<file path="src/rtl/mat_pipeline_ctrl.sv">
// rtl/mat_pipeline_ctrl.sv - packet sequencer: parser then up to NUM_STAGES match/exec stages (optional watchdog: PROC_TIMEOUT_EN)
module mat_pipeline_ctrl #(
  parameter  int NUM_STAGES     = 4,
  parameter  int AW             = 32,
  parameter  int DW             = 32,
  parameter  int TIMEOUT_CYCLES = 1024,
  localparam int SW             = (NUM_STAGES > 1) ? $clog2(NUM_STAGES) : 1,
  localparam int MREQ_W         = 2 + AW + 4 + DW
) (
  input  logic              clk,
  input  logic              rst,
  input  logic              start_i,
  output logic              ready_o,
  output logic              busy_o,
  output logic              err_o,
  input  logic              cfg_we_i,
  input  logic [SW-1:0]     cfg_stage_i,
  input  logic              cfg_en_i,
  input  logic [AW-1:0]     cfg_hit_addr_i,
  input  logic [AW-1:0]     cfg_miss_addr_i,
  output logic              ps_start_o,
  input  logic              ps_ready_i,
  output logic              mt_start_o,
  input  logic              mt_ready_i,
  input  logic [AW-1:0]     mt_val_addr_i,
  output logic              ex_start_o,
  input  logic              ex_ready_i,
  output logic [AW-1:0]     ex_start_addr_o,
  output logic [AW-1:0]     ex_args_addr_o,
  output logic [SW-1:0]     stage_o,
  input  logic [MREQ_W-1:0] ps_mreq_i,
  input  logic [MREQ_W-1:0] mt_mreq_i,
  input  logic [MREQ_W-1:0] ex_mreq_i,
  output logic              mem_ce_o,
  output logic              mem_we_o,
  output logic [AW-1:0]     mem_addr_o,
  output logic [3:0]        mem_width_o,
  output logic [DW-1:0]     mem_data_o
);

  typedef enum logic [2:0] {S_IDLE, S_PARSE, S_MATCH, S_EXEC, S_DONE} state_t;
  typedef enum logic [1:0] {SEL_PS, SEL_MT, SEL_EX} sel_t;

  if (TIMEOUT_CYCLES < 1) begin : g_bad_timeout
    $error("TIMEOUT_CYCLES must be at least 1");
  end

  state_t                state, state_nx;
  sel_t                  sel;
  logic [NUM_STAGES-1:0] stage_en;
  logic [AW-1:0]         hit_tbl  [NUM_STAGES];
  logic [AW-1:0]         miss_tbl [NUM_STAGES];
  logic [SW-1:0]         stage, first_idx, next_idx;
  logic                  first_ok, next_ok;
  logic [AW-1:0]         ex_addr, args_addr;
  logic                  cfg_ok;
  logic                  timeout;
  logic [MREQ_W-1:0]     mreq_sel;

  // Out-of-range indices are dropped so they cannot alias onto a real stage.
  assign cfg_ok = cfg_we_i && (32'(cfg_stage_i) < NUM_STAGES);

  // Stage config table: written only while idle, cleared by reset.
  always_ff @(posedge clk) begin
    if (rst) begin
      stage_en <= '0;
      for (int i = 0; i < NUM_STAGES; i++) begin
        hit_tbl[i]  <= '0;
        miss_tbl[i] <= '0;
      end
    end else if (state == S_IDLE && cfg_ok) begin
      stage_en[cfg_stage_i] <= cfg_en_i;
      hit_tbl[cfg_stage_i]  <= cfg_hit_addr_i;
      miss_tbl[cfg_stage_i] <= cfg_miss_addr_i;
    end
  end

  // Find the lowest enabled stage and the lowest enabled stage above the current one.
  always_comb begin
    first_ok  = 1'b0;
    first_idx = '0;
    next_ok   = 1'b0;
    next_idx  = '0;
    for (int i = NUM_STAGES - 1; i >= 0; i--) begin
      if (stage_en[i]) begin
        first_ok  = 1'b1;
        first_idx = SW'(i);
        if (SW'(i) > stage) begin
          next_ok  = 1'b1;
          next_idx = SW'(i);
        end
      end
    end
  end

`ifdef PROC_TIMEOUT_EN
  localparam int CW = $clog2(TIMEOUT_CYCLES + 1);
  logic [CW-1:0] wait_cnt;
  logic          err;
  logic          waiting;

  // A wait state times out on its last allowed cycle unless the ready shows up in it.
  always_comb begin
    waiting = (state == S_PARSE && !ps_ready_i) ||
              (state == S_MATCH && !mt_ready_i) ||
              (state == S_EXEC  && !ex_ready_i);
    timeout = waiting && (wait_cnt == CW'(TIMEOUT_CYCLES - 1));
  end

  // Per-wait-state cycle counter, restarted on every state change.
  always_ff @(posedge clk) begin
    if (rst || state_nx != state || state == S_IDLE || state == S_DONE) begin
      wait_cnt <= '0;
    end else begin
      wait_cnt <= wait_cnt + 1'b1;
    end
  end

  // Error flag lives from the abort until the requester releases start_i.
  always_ff @(posedge clk) begin
    if (rst) begin
      err <= 1'b0;
    end else if (timeout) begin
      err <= 1'b1;
    end else if (state == S_DONE && !start_i) begin
      err <= 1'b0;
    end
  end

  assign err_o = err;
`else
  assign timeout = 1'b0;
  assign err_o   = 1'b0;
`endif

  // State register plus the datapath registers that change on transitions.
  always_ff @(posedge clk) begin
    if (rst) begin
      state     <= S_IDLE;
      sel       <= SEL_PS;
      stage     <= '0;
      ex_addr   <= '0;
      args_addr <= '0;
    end else begin
      state <= state_nx;
      case (state_nx)
        S_MATCH: sel <= SEL_MT;
        S_EXEC:  sel <= SEL_EX;
        default: sel <= SEL_PS;
      endcase
      if (state == S_PARSE && state_nx == S_MATCH) stage <= first_idx;
      if (state == S_EXEC && state_nx == S_MATCH) stage <= next_idx;
      if (state == S_MATCH && mt_ready_i) begin
        ex_addr   <= (mt_val_addr_i != '0) ? hit_tbl[stage] : miss_tbl[stage];
        args_addr <= mt_val_addr_i;
      end
    end
  end

  // Next-state logic; a config write in IDLE pushes a pending start back one cycle.
  always_comb begin
    state_nx = state;
    case (state)
      S_IDLE:  if (!cfg_we_i && start_i) state_nx = S_PARSE;
      S_PARSE: if (ps_ready_i) state_nx = first_ok ? S_MATCH : S_DONE;
      S_MATCH: if (mt_ready_i) state_nx = S_EXEC;
      S_EXEC:  if (ex_ready_i) state_nx = next_ok ? S_MATCH : S_DONE;
      S_DONE:  if (!start_i) state_nx = S_IDLE;
      default: state_nx = S_IDLE;
    endcase
    if (timeout) state_nx = S_DONE;
  end

  // Handshake and status outputs decoded from the registered state.
  always_comb begin
    ps_start_o      = (state == S_PARSE);
    mt_start_o      = (state == S_MATCH);
    ex_start_o      = (state == S_EXEC);
    ready_o         = (state == S_DONE);
    busy_o          = (state == S_PARSE) || (state == S_MATCH) || (state == S_EXEC);
    stage_o         = stage;
    ex_start_addr_o = ex_addr;
    ex_args_addr_o  = args_addr;
  end

  // Memory bus follows the registered owner select.
  always_comb begin
    mreq_sel = ps_mreq_i;
    case (sel)
      SEL_MT:  mreq_sel = mt_mreq_i;
      SEL_EX:  mreq_sel = ex_mreq_i;
      default: mreq_sel = ps_mreq_i;
    endcase
  end

  assign {mem_ce_o, mem_we_o, mem_addr_o, mem_width_o, mem_data_o} = mreq_sel;

endmodule
</file>
<file path="config.mk">
export PLATFORM = sky130hd
export DESIGN_NAME = mat_pipeline_ctrl
export DESIGN_NICKNAME = d
export VERILOG_FILES = /design/src/rtl/mat_pipeline_ctrl.sv
export SDC_FILE = /design/constraint.sdc
export NUM_CORES = 1
export LEC_CHECK = 0
export BUFFER_PORTS_ARGS = -buffer_cell sky130_fd_sc_hd__buf_2
export CORE_AREA = 5 5 177 179
export DETAILED_ROUTE_END_ITERATION = 7
export DIE_AREA = 0 0 182 184
export HOLD_SLACK_MARGIN = 0.03
export PLACE_DENSITY = 0.8
export SETUP_SLACK_MARGIN = 0.02
export SLEW_MARGIN = 20
export SYNTH_ARGS = -nofsm -noshare
export SYNTH_HDL_FRONTEND = slang
export SYNTH_SLANG_ARGS = --single-unit
</file>
<file path="constraint.sdc">
create_clock -name clk -period 7.87 [get_ports clk]
set_input_delay 1.1805 -clock clk [delete_from_list [all_inputs] [get_ports clk]]
set_output_delay 1.1805 -clock clk [all_outputs]
set_load 0.02 [all_outputs]
</file>
# Word level (Yosys, flattened, before mapping)
# Memories as Yosys holds them, arrays and structs flattened. A register that Yosys moved wholly into a read port is not among the register bits.
# Index checks and enable logic that the tools add are counted.
op_classes:
  n_mux: 55
  n_eq_ne: 8
  reduce_logical: 14
  n_lt_le_gt_ge: 6
op_table:
  columns: ["cell", "count"]
  rows:
  - ["$pmux 70 s2", 1]
  - ["$mux 32", 3]
  - ["$reduce_or 32->1", 2]
  - ["$mux 2", 20]
  - ["$reduce_bool 32->1", 1]
  - ["$mux 3", 7]
  - ["$mux 1", 20]
  - ["$pmux 3 s5", 1]
  - ["$eq 3x2->1 const B", 4]
  - ["$logic_and 1x1->1", 6]
  - ["$bwmux 4", 1]
  - ["$gt 1x2->1 const A", 2]
  - ["$gt 2x2->1 const A", 2]
  - ["$pmux 2 s2", 1]
  - ["$eq 3x1->1 const B", 1]
  - ["$eq 3x3->1 const B", 1]
  - ["$logic_not 3->1", 1]
  - ["$lt 2x3->1 const B", 1]
  - ["$demux 1 s2", 1]
  - ["$eq 2x1->1 const B", 1]
  - ["$eq 2x2->1 const B", 1]
  - ["$ge 2x1->1 const B", 1]
  - ["$logic_or 1x1->1", 2]
  - ["$reduce_bool 2->1", 1]
  - ["$logic_not 1->1", 1]
totals:
  inputBits: 316
  output_inout_bits: 142
  word_cells: 91
  ramBits: 256
  memories: 2
  ff_bits: 75
memory_table:
  columns: ["name", "depth", "word_bits", "read_ports", "rd_clocked_by_memory_dff", "wr", "line_no", "rtl"]
  rows:
  - ["hit_tbl", 4, 32, 1, 1, 4, "51", "logic [AW-1:0] hit_tbl [NUM_STAGES];"]
  - ["miss_tbl", 4, 32, 1, 1, 4, "52", "logic [AW-1:0] miss_tbl [NUM_STAGES];"]

# Logic depth before layout (Yosys ltp)
depth:
  ltp_word: 18
  mapped_depth: 8
  ltp_nobuf: 6

# Worst setup path after synthesis
# Ideal clock, no wire load.
synth_path:
  path_kind: "input to register"
  start: "input port rst"
  end: "memory hit_tbl[0][0], enable pin"
  path_slack_ns: 4.142
  t_required_ns: 7.437
  path_stages: 3
  n_path_buf: 2
  t_arrival_ns: 3.296
  path_cell_list: "clkbuf_1 clkbuf_1 nand2b_1"
synth_rtl:
  columns: ["element", "line_no", "rtl"]
  rows:
  - ["from (decl)", "11", "input logic rst,"]
  - ["to (decl)", "51", null]

# Worst setup path after layout
layout_path:
  start: "register sel[0]"
  end: "output port mem_addr_o[9]"
layout_via:
  elab_chain_len: 2
  word_cells_on_any_way: 3
  cone_classes: "eq/ne: 2; mux: 1"
layout_rtl:
  columns: ["element", "line_no", "rtl"]
  rows:
  - ["from (decl)", "49", "sel_t sel;"]
  - ["from (signal assigned)", "140", "sel <= SEL_PS;"]
  - ["from (signal assigned)", "147", "S_MATCH: sel <= SEL_MT;"]
  - ["from (signal assigned)", "148", "S_EXEC: sel <= SEL_EX;"]
  - ["$eq 2x2->1 or $eq 2x1->1 (tied branches)", "189", "case (sel)"]
  - ["$pmux 70 s2 (*)", "189", null]
  - ["to (decl)", "36", "output logic [AW-1:0] mem_addr_o,"]
# Mark *: on every way between the ends. The rest lies on a longest branch, timed or not.

==> flow_summary.ini <==
[worst_setup_path]
cpMaxStageDelayCell = buf_4
cp_top_family = buffers and inverters
crit_chain = inv_1 -> ha_4 -> buf_4 -> nand2_1 -> o21ai_0 -> buf_2
startpoint_type = flop
path_class = flop to primary output
worstPathRequired_ns = 6.69
crit_start = sel[0]
r2r_start = state[0]
cp_data_arrival_time_ns = 3.00
r2r_cells = 6
worstSetupEndpointType = primary output
cp_max_fo = 79
cp_num_cells = 6
crit_buf_inv = 3
slowest_delay_ns = 0.65

[logic_synthesis]
synthFlopType = edfxtp_1
async_flop_share = 0
netlist_instances = 1613
synth_commonest_cells = nand2_1, edfxtp_1, nor2_1
synth_area_um2 = 15300
ys_seq_area_frac = 0.604
syn_avg_cell_area_um2 = 9.47
yosysWarningCount = 0
yosys.area.top_type_share = 0.503
ys_ff_latch = 333
yosys-top-cells-area = edfxtp_1, nand2_1, dfxtp_1, nor2_1, a22oi_1
synth_edf_count = 256
yosysMostFrequentCell = nand2_1
synthDistinctLibCells = 47
synth_nets = 1931
synth_top_area_cell = edfxtp_1

[clock_tree]
clk_root_buffer_cell = clkbuf_16
cts_buffer_depth = 3
cts_buffers = 35
cts_resized = 0
cts_tree = done
cts.htree.levels = 2
cts_hold_buf = 0
clk_pin_slew_ns = 0.06
insertion_delay_ns = 0.52
postCtsSetupRepairBufs = 0
cts.sinks = 333

[status]
status = complete, no violations

[placement]
detailedPlace.worstSlack_ns = 3.77
place.gp.congestion = 1.03
dpl.hpwl_um = 40000
portBuffers = 456
dpl.cell_count = 2350

[sta]
period_share = 0.531
hold_violations = 0
period_needed_ns = 4.18
report.final.setup_viol = 0
finalSetupTns_ns = 0
worst_pin_slew_ns = 1.13
max_freq_mhz = 239
slew-limit-headroom = 0.244
fin_skew_ns = 0.0154
rsz0062_at_grt = no
worst_slack_ns = 3.69
slew_viol_final = 0

[global_routing]
grt_first_pass_wirelength_um = 81200
grt-ovfl-total = 0
grt_usage = 0.321
grt_pass1_vias = 13200
grt_max_degree = 80
antenna_found_initial = 20

[route]
wl_um = 56800
vias_per_cell = 5.73
drtIter0Drc = 1615
drcViolationCount = 0
wl_per_cell_um = 23.5
first_pass_iters = 6
antenna_left = 0
vias = 13900

[floorplanning]
die_x_um = 182
die_area_um2 = 33500
num_rows = 63
core_um2 = 29400
ios = 458
initial_utilization = 0.519
die_h_um = 184

[layout]
syn_to_final_growth_pct = 22.7
fill_cells = 2388
drive_gt1_frac = 0.266
final_core_util = 0.637
fin_nets = 2315
layout.cells.non_filler = 2419

[power_and_ir_drop]
leakage_nw = 7.95
pwr_density_cell_nw_per_um2 = 207
ir_worst_vdd_mv = 0.186

[worst_hold_path]
whs_path_depth = 2
hold_start = ex_args_addr_o[19]
holdCritPathClass = flop to flop

[flow_run]
maxCapViolCount = 0
-- path summary, 6_finish.rpt --
path / endpoint / slack, ns
setup reg to reg: ex_start_addr_o[2] / 4.87
hold reg to reg: ex_args_addr_o[19] / 0.45
hold / removal: ex_args_addr_o[19] / 0.45
setup / recovery: mem_addr_o[9] / 3.69
-- cell families (layout without fill, tap and decap cells) --
group                    after synthesis  in the layout  synth area share
AND/OR/NAND/NOR                      844            844             0.233
flip-flops                           333            333             0.604
AO/OA/AOI/OAI                        227            227            0.0974
buffers and inverters                191            599            0.0535
multiplexers                          15             15           0.00991
adder cells (fa/ha/maj)                2              2           0.00164
other                                  1              9          0.000246
-- layout make-up --
class | instances | area (um^2) | share of cell area
Antenna cell | 8 | 20.0 | 0.00107
Clock buffer | 45 | 923 | 0.0493
Clock inverter | 16 | 131 | 0.00701
Inverter | 69 | 259 | 0.0138
Multi-Input combinational cell | 1089 | 5310 | 0.283
Sequential cell | 333 | 9230 | 0.493
Tap cell | 390 | 488 | 0.0260
Timing Repair Buffer | 469 | 2380 | 0.127
-- power breakdown --
part	internal, W	switching [W]	total (W)
registers	0.00198	0.0000251	0.00200
logic	0.000109	0.000235	0.000344
clock network	0.000870	0.000668	0.00154
total	0.00296	0.000928	0.00389
-- sequential cells by signal, indices dropped and copies added (netlist names), named ones only --
register,flops
miss_tbl,128
sel,2
stage_o,2
ex_start_addr_o,32
state,3
stage_en,4
ex_args_addr_o,32
hit_tbl,128
-- worst register-to-register path: cells and delay by family, from the launching register on --
family        cells  cell delay (ns)
flops             1             0.40
simple gates      6             2.48
-- stage by stage --
step / cell area, um^2 / power (W) / hold WS [ns]
final: 18700 / 0.00389 / 0.453
after global routing: 18700 / 0.00401 / 0.475
after CTS: 18700 / 0.00389 / 0.453
after detailed placement: 17700 / 0.00238 / 0.445
after global placement: 17700 / 0.00237 / 0.442
after floorplan: 15300 / 0.00219 / 0.502
-- layer usage --
metal  GRT usage  part of all wire  up-vias
li1            -                 -     6321
met1       0.426              0.37     6579
met2       0.523              0.48      855
met3      0.0972              0.13      103
met4      0.0778             0.024       14
met5      0.0143            0.0016        -
-- cell usage in the layout (no fill, tap or decap), types with 3 or more instances in the layout --
cell type / n
buf_2: 455
nand2_1: 443
edfxtp_1: 256
nor2_1: 243
nand3_1: 83
dfxtp_1: 77
o21ai_0: 72
a22oi_1: 71
inv_1: 69
a21oi_1: 35
clkbuf_16: 35
a311oi_1: 31
and4_1: 27
mux2i_1: 14
buf_4: 14
and3_1: 9
nor4_1: 9
clkbuf_1: 9
diode_2: 8
a32oi_1: 7
clkinv_2: 6
nand2b_4: 5
nand2b_1: 4
nand3b_1: 3
nor2_4: 3
clkinv_1: 3
clkinvlp_4: 3
Note: power is estimated with default switching activity, not from simulation.
